==> config.mk <==
export PLATFORM = sky130hd
export DESIGN_NAME = bist_controller
export DESIGN_NICKNAME = d
export VERILOG_FILES = /design/src/rtl/bist_pkg.sv /design/src/rtl/bist_misr.sv /design/src/rtl/bist_controller.sv
export SDC_FILE = /design/constraint.sdc
export NUM_CORES = 1
export LEC_CHECK = 0
export CAP_MARGIN = 20
export CORE_MARGIN = 2
export CORE_UTILIZATION = 25
export DETAILED_ROUTE_END_ITERATION = 7
export PLACE_DENSITY = 0.44
export SLEW_MARGIN = 10
export SYNTH_ARGS = -nofsm -noshare
export SYNTH_HDL_FRONTEND = slang
export SYNTH_HIERARCHICAL = 1
export SYNTH_SLANG_ARGS = --single-unit
==> constraint.sdc <==
create_clock -name clk -period 3 [get_ports clk]
set_input_delay 0.45 -clock clk [delete_from_list [all_inputs] [get_ports clk]]
set_output_delay 0.45 -clock clk [all_outputs]
set_load 0.02 [all_outputs]
==> src/rtl/bist_pkg.sv <==
// BIST shared types and constants: FSM states, widths, LFSR/MISR taps.
// No ports; imported by bist_misr and bist_controller.
package bist_pkg;

  localparam int PAT_W  = 9;
  localparam int RESP_W = 2;
  localparam int MISR_W = 16;
  localparam int CNT_W  = 16;

  // Taps in 1-based polynomial notation.
  localparam int LFSR_TAP_A = 9;
  localparam int LFSR_TAP_B = 5;
  localparam int MISR_TAP_A = 16;
  localparam int MISR_TAP_B = 14;
  localparam int MISR_TAP_C = 13;
  localparam int MISR_TAP_D = 11;

  typedef enum logic [2:0] {
    IDLE,
    SEED,
    APPLY,
    CAPTURE,
    DONE
  } state_t;

  function automatic logic [PAT_W-1:0] lfsr_step(
    input logic [PAT_W-1:0] l
  );
    return {l[PAT_W-2:0],
            l[LFSR_TAP_A-1] ^ l[LFSR_TAP_B-1]};
  endfunction

endpackage

==> src/rtl/bist_misr.sv <==
// Multiple-input signature register compacting CUT responses.
// Ports: clk, rst, clr (zero sig), en (compact din), din, sig.
import bist_pkg::*;

module bist_misr (
  input  logic              clk,
  input  logic              rst,
  input  logic              clr,
  input  logic              en,
  input  logic [RESP_W-1:0] din,
  output logic [MISR_W-1:0] sig
);

  logic fb;

  assign fb = sig[MISR_TAP_A-1] ^ sig[MISR_TAP_B-1]
            ^ sig[MISR_TAP_C-1] ^ sig[MISR_TAP_D-1];

  always_ff @(posedge clk or posedge rst) begin
    if (rst) begin
      sig <= '0;
    end else if (clr) begin
      sig <= '0;
    end else if (en) begin
      sig <= {sig[MISR_W-2:0], fb}
           ^ {{(MISR_W-RESP_W){1'b0}}, din};
    end
  end

endmodule

==> src/rtl/bist_controller.sv <==
// BIST sequencer: LFSR patterns to the CUT, MISR compaction, pass/fail.
// Ports: start/abort/seed/num_patterns/golden_sig in; cut_in/cut_out to CUT;
// busy/done/pass/signature/pat_count status out.
import bist_pkg::*;

module bist_controller (
  input  logic              clk,
  input  logic              rst,
  input  logic              start,
  input  logic              abort,
  input  logic [PAT_W-1:0]  seed,
  input  logic [CNT_W-1:0]  num_patterns,
  input  logic [MISR_W-1:0] golden_sig,
  output logic [PAT_W-1:0]  cut_in,
  input  logic [RESP_W-1:0] cut_out,
  output logic              busy,
  output logic              done,
  output logic              pass,
  output logic [MISR_W-1:0] signature,
  output logic [CNT_W-1:0]  pat_count
);

  state_t            state;
  state_t            state_nxt;
  logic              accept;
  logic              capture;
  logic [PAT_W-1:0]  lfsr;
  logic [PAT_W-1:0]  seed_q;
  logic [CNT_W-1:0]  num_q;
  logic [MISR_W-1:0] gold_q;
  logic [CNT_W-1:0]  cnt_inc;

  assign cnt_inc = pat_count + 1'b1;
  assign capture = (state == CAPTURE) && !abort;

  always_comb begin
    state_nxt = state;
    accept    = 1'b0;
    if (abort) begin
      state_nxt = IDLE;
    end else begin
      unique case (state)
        IDLE, DONE: begin
          if (start) begin
            state_nxt = SEED;
            accept    = 1'b1;
          end
        end
        SEED:    state_nxt = (num_q == '0) ? DONE : APPLY;
        APPLY:   state_nxt = CAPTURE;
        CAPTURE: state_nxt = (cnt_inc == num_q) ? DONE : APPLY;
        default: state_nxt = IDLE;
      endcase
    end
  end

  always_ff @(posedge clk or posedge rst) begin
    if (rst) begin
      state     <= IDLE;
      lfsr      <= PAT_W'(1);
      cut_in    <= '0;
      pat_count <= '0;
      seed_q    <= '0;
      num_q     <= '0;
      gold_q    <= '0;
    end else begin
      state <= state_nxt;
      if (abort) begin
        cut_in <= '0;
      end else begin
        if (accept) begin
          seed_q    <= seed;
          num_q     <= num_patterns;
          gold_q    <= golden_sig;
          pat_count <= '0;
        end
        if (state == SEED) begin
          // all-zero is the LFSR lock-up state
          lfsr <= (seed_q == '0) ? PAT_W'(1) : seed_q;
        end
        if (state == APPLY) begin
          cut_in <= lfsr;
        end
        if (state == CAPTURE) begin
          lfsr      <= lfsr_step(lfsr);
          pat_count <= cnt_inc;
        end
      end
    end
  end

  bist_misr u_misr (
    .clk (clk),
    .rst (rst),
    .clr (accept),
    .en  (capture),
    .din (cut_out),
    .sig (signature)
  );

  // Decoded from registers only; cut_out never reaches an output directly.
  assign busy = (state == SEED) || (state == APPLY)
             || (state == CAPTURE);
  assign done = (state == DONE);
  assign pass = done && (signature == gold_q);

endmodule

==> results of run 1 <==
-- routing by layer --
layer | vias up | track usage | share of wire
met5 | - | 0 | 0
met3 | 18 | 0.0417 | 0.063
met2 | 79 | 0.189 | 0.43
met1 | 1714 | 0.175 | 0.48
met4 | 0 | 0.0552 | 0.022
li1 | 1690 | - | -
-- kinds of logic (layout without fill, tap and decap cells) --
family                     after synthesis  in the layout  share of synthesized area
AOI/OAI and AO/OA                       56             56                     0.0692
xor gates and xnor gates                43             43                     0.0838
adders and majority gates                1              1                    0.00256
buffers and inverters                   30            117                     0.0341
DFF                                     94             94                      0.482
muxes                                   75             75                      0.165
other                                    0              1                          0
and+or+nand+nor                        134            134                      0.163
-- power by group through the flow --
stage                     clock, mW  combinational (mW)  sequential [mW]
final                          1.19               0.683             1.71
after detailed placement          0               0.692             1.74
after global routing           1.29               0.760             1.75
after CTS                      1.24               0.697             1.71
after floorplan                   0               0.471             1.68
after global placement            0               0.688             1.73
-- stage by stage --
step	power, mW	hold WS (ps)	setup slack (ps)	instance area (um^2)	instances
floorplan	2.15	364	557	4880	433
global placement	2.42	487	422	6030	769
detailed placement	2.43	496	428	6030	769
CTS	3.65	295	36.5	6330	785
global route	3.80	300	5.67	6330	785
finish	3.58	306	163	6340	786
-- final timing paths --
path,start,endpoint,slack [ps],depth (start not counted)
max in group asynchronous,rst,u_misr/sig[9],1960,2
setup / recovery,u_misr/sig[3],pass,160,5
hold reg to reg,gold_q[7],gold_q[7],510,1
min in group clk,gold_q[7],gold_q[7],510,1
setup reg to reg,pat_count[0],state[2],730,7
hold / removal,rst,gold_q[1],310,2
-- area by class of cell --
type                       count  area, um^2  share of cell area
antenna                        1        2.50            0.000395
clock buffer                   9         225              0.0355
clock inverter                 7        77.6              0.0122
inverter                       3        12.5             0.00197
multi-input combinational    309        2360               0.373
sequential                    94        2350               0.371
tap                          265         332              0.0523
timing repair buffer          98         973               0.154
-- cells in the final DEF, fill, tap and decap left out, drive strengths merged, types with 2 or more instances in the layout --
master,netlist,layout
or3,2,2
nor4,12,12
and2,3,3
nand4,9,9
inv,3,5
nand3b,3,3
clkbuf,6,9
clkinv,0,3
mux2,43,43
nor3b,3,3
mux2i,32,32
nand2b,4,4
a31oi,4,4
and3,2,2
buf,21,8
o31ai,4,4
dfrtp,93,93
nor2,55,55
xor2,11,11
o21ai,21,21
nor3,7,7
nand2,18,18
clkdlybuf4s50,0,90
a21oi,18,18
nor4b,2,2
a211oi,2,2
nand3,11,11
xnor2,31,31
-- state kept, by name, summed over array words and instances (netlist names) --
register / count
gold_q: 16
state: 3
cut_in: 9
num_q: 16
pat_count: 16
lfsr: 9
u_misr/sig: 16
seed_q: 9
==> impl_metrics.csv, run 1 <==
group,metric,value,unit
clock_network,clock_latency,350,ps
detailed_routing,wl_per_cell,16.2,um
setup_path,max_stage_delay,600,ps
finish,drive_gt1_frac,0.104,
floorplan,initial_core_util,0.252,
synthesis,synth_area_leaders,"dfrtp_1 48%, mux2_1 8.8%, mux2i_1 6.6%",
synthesis,synth_nets,481,
setup_path,cp-start-kind,"flop",
sta,hold_viol,0,
synthesis,ys.flop_type,"dfrtp_1",
sta,final.setup.tns,0,ps
pwr,clockPowerShare,0.333,
clock_network,post_cts_resized,0,
floorplan,coreArea,0.0193,mm^2
grt,grtUsageTotal,0.129,
run,drv_cap,0,
floorplan,die_y,144,um
clock_network,cts_hold_buffers,0,
sta,slew_headroom,0.312,
finish,final_util,0.328,
synthesis,post-synth-top-count-cell,"dfrtp_1",
floorplan,die_x,144,um
pwr,swShare,0.297,
grt,grt_max_degree,75,
setup_path,critPathBufInv,1,
synthesis,ys_types,57,
sta,post-route-period-util,0.946,
synthesis,syn_avg_cell_area,11.3,um^2
clock_network,post_cts_buffers,0,
floorplan,rows,51,
pwr,power_frac_comb,0.191,
grt,antenna_found_initial,1,
synthesis,ys_seq_area_frac,0.482,
synthesis,synthArstFlopShare,1.00,
worst_hold_path,hold_class,"in -> async",
pwr,ir_drop,252,uV
status,outcome,"finished, final reports clean",
sta,maxSlewViolCount,0,
setup_path,cp_top_family,"simple AND/OR/NAND/NOR gates",
setup_path,slowest_stage,"clkdlybuf4s50_1",
finish,nFillCells,1958,
synthesis,yosysTopAreaCell,"dfrtp_1",
synthesis,synth_edf_count,0,
grt,gr-total-overflow,0,
finish,fin_nets,563,
setup_path,cp_max_fo,4,
setup_path,worstPathCellList,"xnor2_1, nand4_1, nor4_1, and3_1, clkdlybuf4s50_1",
pwr,cellPowerDensity,566,mW/mm^2
detailed_routing,dr.pass1.iters,4,
setup_path,cp.arrival,2390,ps
clock_network,cts.reportedPaths.clkPinSlew,70,ps
synthesis,syn-instance-count,433,
sta,max_freq,352,MHz
clock_network,cts_tree,"built",
detailed_routing,drt_iter0_markers,146,
finish,syn_to_final_growth,29.8,%
pwr,seqPwrFrac,0.476,
synthesis,synth_top_area_share,0.477,
place,port_buffers,90,
grt,grt_pass1_wl,20200,um
sta,finalClockSkew,9.22,ps
synthesis,synth_seq_cells,94,
clock_network,clock-sinks,94,
setup_path,cp-end-kind,"output port",
clock_network,cts_root_buf,"clkbuf_16",
floorplan,ioPinCount,91,
clock_network,htreeDepth,3,
sta,finalSetupViolCount,0,
setup_path,worstPathRequired,2550,ps
clock_network,cts-buffers-inserted,9,
pwr,p_int,2.52,mW
clock_network,clock_path_buffers,2,
synthesis,syn_area,0.00488,mm^2
detailed_routing,antenna_violating_nets_post_route,0,
sta,tightest_slew,1030,ps
floorplan,die-area,0.0207,mm^2
detailed_routing,drcViolationCount,0,
place,gp_congestion,0.796,
sta,rsz0062_at_grt,"no",
pwr,switchingPower,1.07,mW
setup_path,critPathKind,"reg -> out",
detailed_routing,via_count,3501,
detailed_routing,drt-total-wl,12700,um
sta,period_needed,2840,ps
grt,grt_pass1_vias,3525,
place,hpwl,9130,um
synthesis,yosys-top-cells-count,"93 x dfrtp_1, 53 x nor2_1, 38 x mux2_1",
detailed_routing,via_per_inst,4.45,
synthesis,ys_warn_count,6,
pwr,leakagePower,2.47,nW
Note: power is estimated with default switching activity, not from simulation.
==> inputs of run 2 (changes only) <==
--- a/config.mk
+++ b/config.mk
@@ -10,5 +10,4 @@
 export CORE_UTILIZATION = 25
 export DETAILED_ROUTE_END_ITERATION = 7
-export PLACE_DENSITY = 0.44
 export SLEW_MARGIN = 10
 export SYNTH_ARGS = -nofsm -noshare
==> constraint.sdc (replaced) <==
create_clock -name clk -period 3 [get_ports clk]
set_input_delay 0.6 -clock clk [delete_from_list [all_inputs] [get_ports clk]]
set_output_delay 0.6 -clock clk [all_outputs]
set_load 0.02 [all_outputs]
==> run 2 against run 1 <==
  * Clock skew shrank 1.9 ps
  * Routed wire length shrank 6.3%
  * Clock power shrank 7%
  * Utilization shrank 0.078 points
  * Sequential power is essentially flat
==> impl_metrics.csv, run 2 (synthesized netlist as in run 1, its figures left out) <==
group,metric,value,unit
place,gp_congestion,0.826,
clock_network,post_cts_buffers,0,
grt,grt_max_degree,63,
clock_network,clock_path_buffers,2,
pwr,cellPowerDensity,554,mW/mm^2
sta,rsz0062_at_grt,"no",
sta,post-route-period-util,0.950,
grt,grtUsageTotal,0.120,
detailed_routing,via_per_inst,4.52,
finish,final_common_cell,"dfrtp_1",
setup_path,slowest_stage,"clkdlybuf4s50_1",
floorplan,ioPinCount,91,
place,port_buffers,90,
finish,n_antenna_cell,0,
finish,syn_to_final_growth,29.5,%
detailed_routing,via_count,3545,
sta,maxSlewViolCount,0,
clock_network,cts_hold_buffers,0,
worst_hold_path,min_to,"seed_q[0]",
setup_path,startpoint,"u_misr/sig[1]",
place,hpwl,8620,um
worst_hold_path,hp-start,"seed_q[0]",
setup_path,max_stage_delay,600,ps
clock_network,clock_latency,350,ps
sta,hold_viol,0,
clock_network,htreeDepth,3,
grt,grt_pass1_wl,19100,um
sta,slew_headroom,0.388,
detailed_routing,drcViolationCount,0,
finish,nFillCells,1931,
detailed_routing,drt-total-wl,11900,um
finish,fin_nets,562,
grt,antenna_found_initial,0,
setup_path,r2r_start,"pat_count[0]",
sta,finalClockSkew,7.32,ps
sta,final.setup.tns,0,ps
setup_path,critPathKind,"reg -> out",
detailed_routing,drt_iter0_markers,130,
detailed_routing,dr.pass1.iters,4,
setup_path,cp-end-kind,"output port",
floorplan,coreArea,0.0193,mm^2
grt,gr-total-overflow,0,
floorplan,rows,51,
setup_path,reg2reg_depth,6,
setup_path,cp_max_fo,4,
setup_path,critPathBufInv,1,
finish,drive_gt1_frac,0.100,
run,drv_cap,0,
finish,final_cell_mix,"93 x dfrtp_1, 90 x clkdlybuf4s50_1, 53 x nor2_1",
worst_hold_path,hold_class,"reg -> reg",
clock_network,clock-sinks,94,
clock_network,cts_root_buf,"clkbuf_16",
status,outcome,"finished, final reports clean",
setup_path,reg2reg_slack,690,ps
place,dp.cells,768,
setup_path,worst_r2r_endpoint,"state[1]",
clock_network,cts_tree,"built",
setup_path,worstPathCellList,"xnor2_1, nand4_1, nor4_1, and3_1, clkdlybuf4s50_1",
setup_path,worstPathRequired,2400,ps
sta,tightest_slew,914,ps
clock_network,post_cts_resized,0,
pwr,ir_drop,257,uV
detailed_routing,wl_per_cell,15.2,um
sta,max_freq,351,MHz
floorplan,die-area,0.0207,mm^2
detailed_routing,antenna_violating_nets_post_route,0,
finish,final_cell_count_no_fill,784,
setup_path,cp-start-kind,"flop",
sta,period_needed,2850,ps
floorplan,initial_core_util,0.252,
sta,finalSetupViolCount,0,
clock_network,cts.reportedPaths.clkPinSlew,60,ps
pwr,leakagePower,2.46,nW
setup_path,cp.arrival,2250,ps
clock_network,cts-buffers-inserted,9,
sta,hold_ws,505,ps
setup_path,cp_top_family,"simple AND/OR/NAND/NOR gates",
pwr,power.total,3.50,mW
floorplan,die_y,144,um
grt,grt_pass1_vias,3629,
worst_hold_path,min_path_cells,1,
floorplan,die_x,144,um
-- run 2: cell types whose count changed in the layout (fill, tap and decap cells not counted) --
cell / previous run / this run
buf_12: 1 / 2
buf_4: 7 / 5
bufinv_16: 1 / 0
clkbuf_1: 0 / 1
clkbuf_8: 0 / 2
clkinv_2: 2 / 1
diode_2: 1 / 0
inv_2: 0 / 1
inv_6: 3 / 1
-- run 2: routing by layer --
metal  share of wire  vias up  global-route usage
met2            0.48       84               0.193
met5               0        -                   0
met1            0.45     1753               0.151
met4           0.020        0              0.0454
li1                -     1691                   -
met3           0.056       17              0.0370
-- run 2: worst max-delay path by stage --
| stage | to | cells past startpoint | slack (ps) |
|---|---|---|---|
| after detailed placement | pass | 5 | 510 |
| after global placement | pass | 5 | 530 |
| final | pass | 5 | 150 |
| after CTS | pass | 5 | 90 |
| after floorplan | cut_in[0] | 1 | 410 |
| after global routing | pass | 5 | 40 |
-- run 2: area by class of cell --
type                    count  area [um^2]  share of cell area
clock inverters             4         30.0             0.00475
repair buffers             97          978               0.155
well taps                 265          332              0.0524
inverters                   3         11.3             0.00178
clock buffers              12          256              0.0406
flip-flops and latches     94         2350               0.372
multi-input cells         309         2360               0.373
-- run 2: metrics by stage --
stage	util	instance area, um^2	setup WS (ps)
6_report	0.327	6320	149
2_1_floorplan	-	4880	407
4_1_cts	0.327	6320	93.3
3_3_place_gp	0.312	6040	534
5_1_grt	0.327	6320	39.0
3_5_place_dp	0.312	6040	514
-- run 2: power by group --
part	switching [mW]	leakage (nW)	total, mW	internal [mW]
Combinational	0.311	1.13	0.687	0.376
Clock	0.497	0.139	1.11	0.611
Sequential	0.215	1.19	1.70	1.49
Total	1.02	2.46	3.50	2.48
==> RTL change (flow settings as in run 1) <==
Encoding of `state_t`: now one-hot (5 bits for 5 states).
--- a/src/rtl/bist_pkg.sv
+++ b/src/rtl/bist_pkg.sv
@@ -15,12 +15,12 @@
   localparam int MISR_TAP_C = 13;
   localparam int MISR_TAP_D = 11;
 
-  typedef enum logic [2:0] {
-    IDLE,
-    SEED,
-    APPLY,
-    CAPTURE,
-    DONE
+  typedef enum logic [4:0] {
+    IDLE    = 5'b00001,
+    SEED    = 5'b00010,
+    APPLY   = 5'b00100,
+    CAPTURE = 5'b01000,
+    DONE    = 5'b10000
   } state_t;
 
   function automatic logic [PAT_W-1:0] lfsr_step(
Function: no difference found for any inputs over 10 cycles, from zero or initial values and one cycle with rst high; not proved beyond that.
==> RTL change against run 1 <==
  * Sequential cell count increased by 2
  * Wire length decreased by 2.8%
  * Utilization increased by 0.92 points
  * Final area increased by 0.14%
  * Power decreased by 0.34%
  * Count of clock-buffer cells in the layout unchanged
  * Maximum frequency increased by 1.1%
  * Worst setup slack improved by 0.031 ns
  * Area after synthesis decreased by 1.0%
  * Non-clock buffer count increased by 6
  * Sequential share of layout area increased by 0.76 points
  * Highest routed layer unchanged
==> RTL change: results (changes against run 1) <==
* Synth area leaders: dfrtp_1 49%, mux2_2 9.3%, mux2i_1 6.2% (was dfrtp_1 48%, mux2_1 8.8%, mux2i_1 6.6%)
* Crit. Startpoint: state[4]$_DFFE_PP0P_ (was u_misr/sig[3]$_DFFE_PP0P_)
* Global-route wire length before repair at 20300 um (was 20200 um)
* Total power at 3.57 mW (was 3.58 mW)
* Gpl congestion at 0.791 (was 0.796)
* Final clock-cell share at 0.0477 (was 0.0478)
* Post-synth cell types at 54 (was 57)
* Total global-route track usage at 0.127 (was 0.129)
* Worst Skew at 0.00880 ns (was 0.00922 ns)
* Diodes inserted at 0 (was 1)
* Largest net degree at the start of global routing at 45 (was 75)
* Post-synth net total at 486 (was 481)
* Non-Filler Instances at 793 (was 786)
* Largest stage delay on the critical path at 0.63 ns (was 0.60 ns)
* Inverter count at 6 (was 3)
* Combinational power share at 0.176 (was 0.191)
* Vias per cell at 4.56 (was 4.45)
* Worst VDD drop at 0.294 mV (was 0.252 mV)
* DRT iter0 DRCs at 182 (was 146)
* DP Cell Count at 777 (was 769)
* Area growth syn-to-layout at 31.3% (was 29.8%)
* Worst EP arrival at 2.36 ns (was 2.39 ns)
* Nets at 576 (was 563)
* Combined area of the multi-input logic cells at 2260 sq um (was 2360 sq um)
* DP Area at 6040 sq um (was 6030 sq um)
* Antenna violations before repair at 0 (was 1)
* Mapped Cells at 438 (was 433)
* Seq/Total Area, Yosys at 0.498 (was 0.482)
* Leakage at 2.62 nW (was 2.47 nW)
* Buffers excl. clock at 104 (was 98)
* Worst R2R Setup Slack at 0.57 ns (was 0.73 ns)
* WL/cell at 15.6 um (was 16.2 um)
* Filler cells at 1894 (was 1958)
* Final WS setup at 0.194 ns (was 0.163 ns)
* Worst slew margin at 0.323 (was 0.312)
* Final HPWL DP at 9080 um (was 9130 um)
* Cell-internal power at 2.56 mW (was 2.52 mW)
* Status: finished, final reports clean (unchanged)
[RTL change: cell types whose count changed after synthesis, sizes merged, moves of 3 or more]
cell          run 1  this run
mux2             43        40
inv               3         6
xnor2            31        34
nor3              7         2
nand2            18        31
o21ai            21        35
a21oi            18         5
nor2             55        43
nor3b             3         0
[RTL change: cells by family (layout without fill, tap and decap cells)]
group	after synthesis	after routing	share of synthesized area
simple gates	129	129	0.140
flops	96	96	0.498
mux	70	70	0.155
compound gates	63	63	0.0798
xor+xnor	48	48	0.0899
buf+inv	31	126	0.0350
fa+ha+maj	1	1	0.00259
[RTL change: routing by layer]
layer  GRT usage  wire, um  vias to the layer above
li1            -         -                     1733
met1       0.168      5760                     1796
met2       0.201      5740                       73
met3      0.0282       606                       18
met4      0.0516       270                        0
met5           0         0                        -
[RTL change: repair_timing]
action,CTS,global route
hold endpoints to repair,0,0
setup endpoints to repair,1,0
resized for setup,1,0
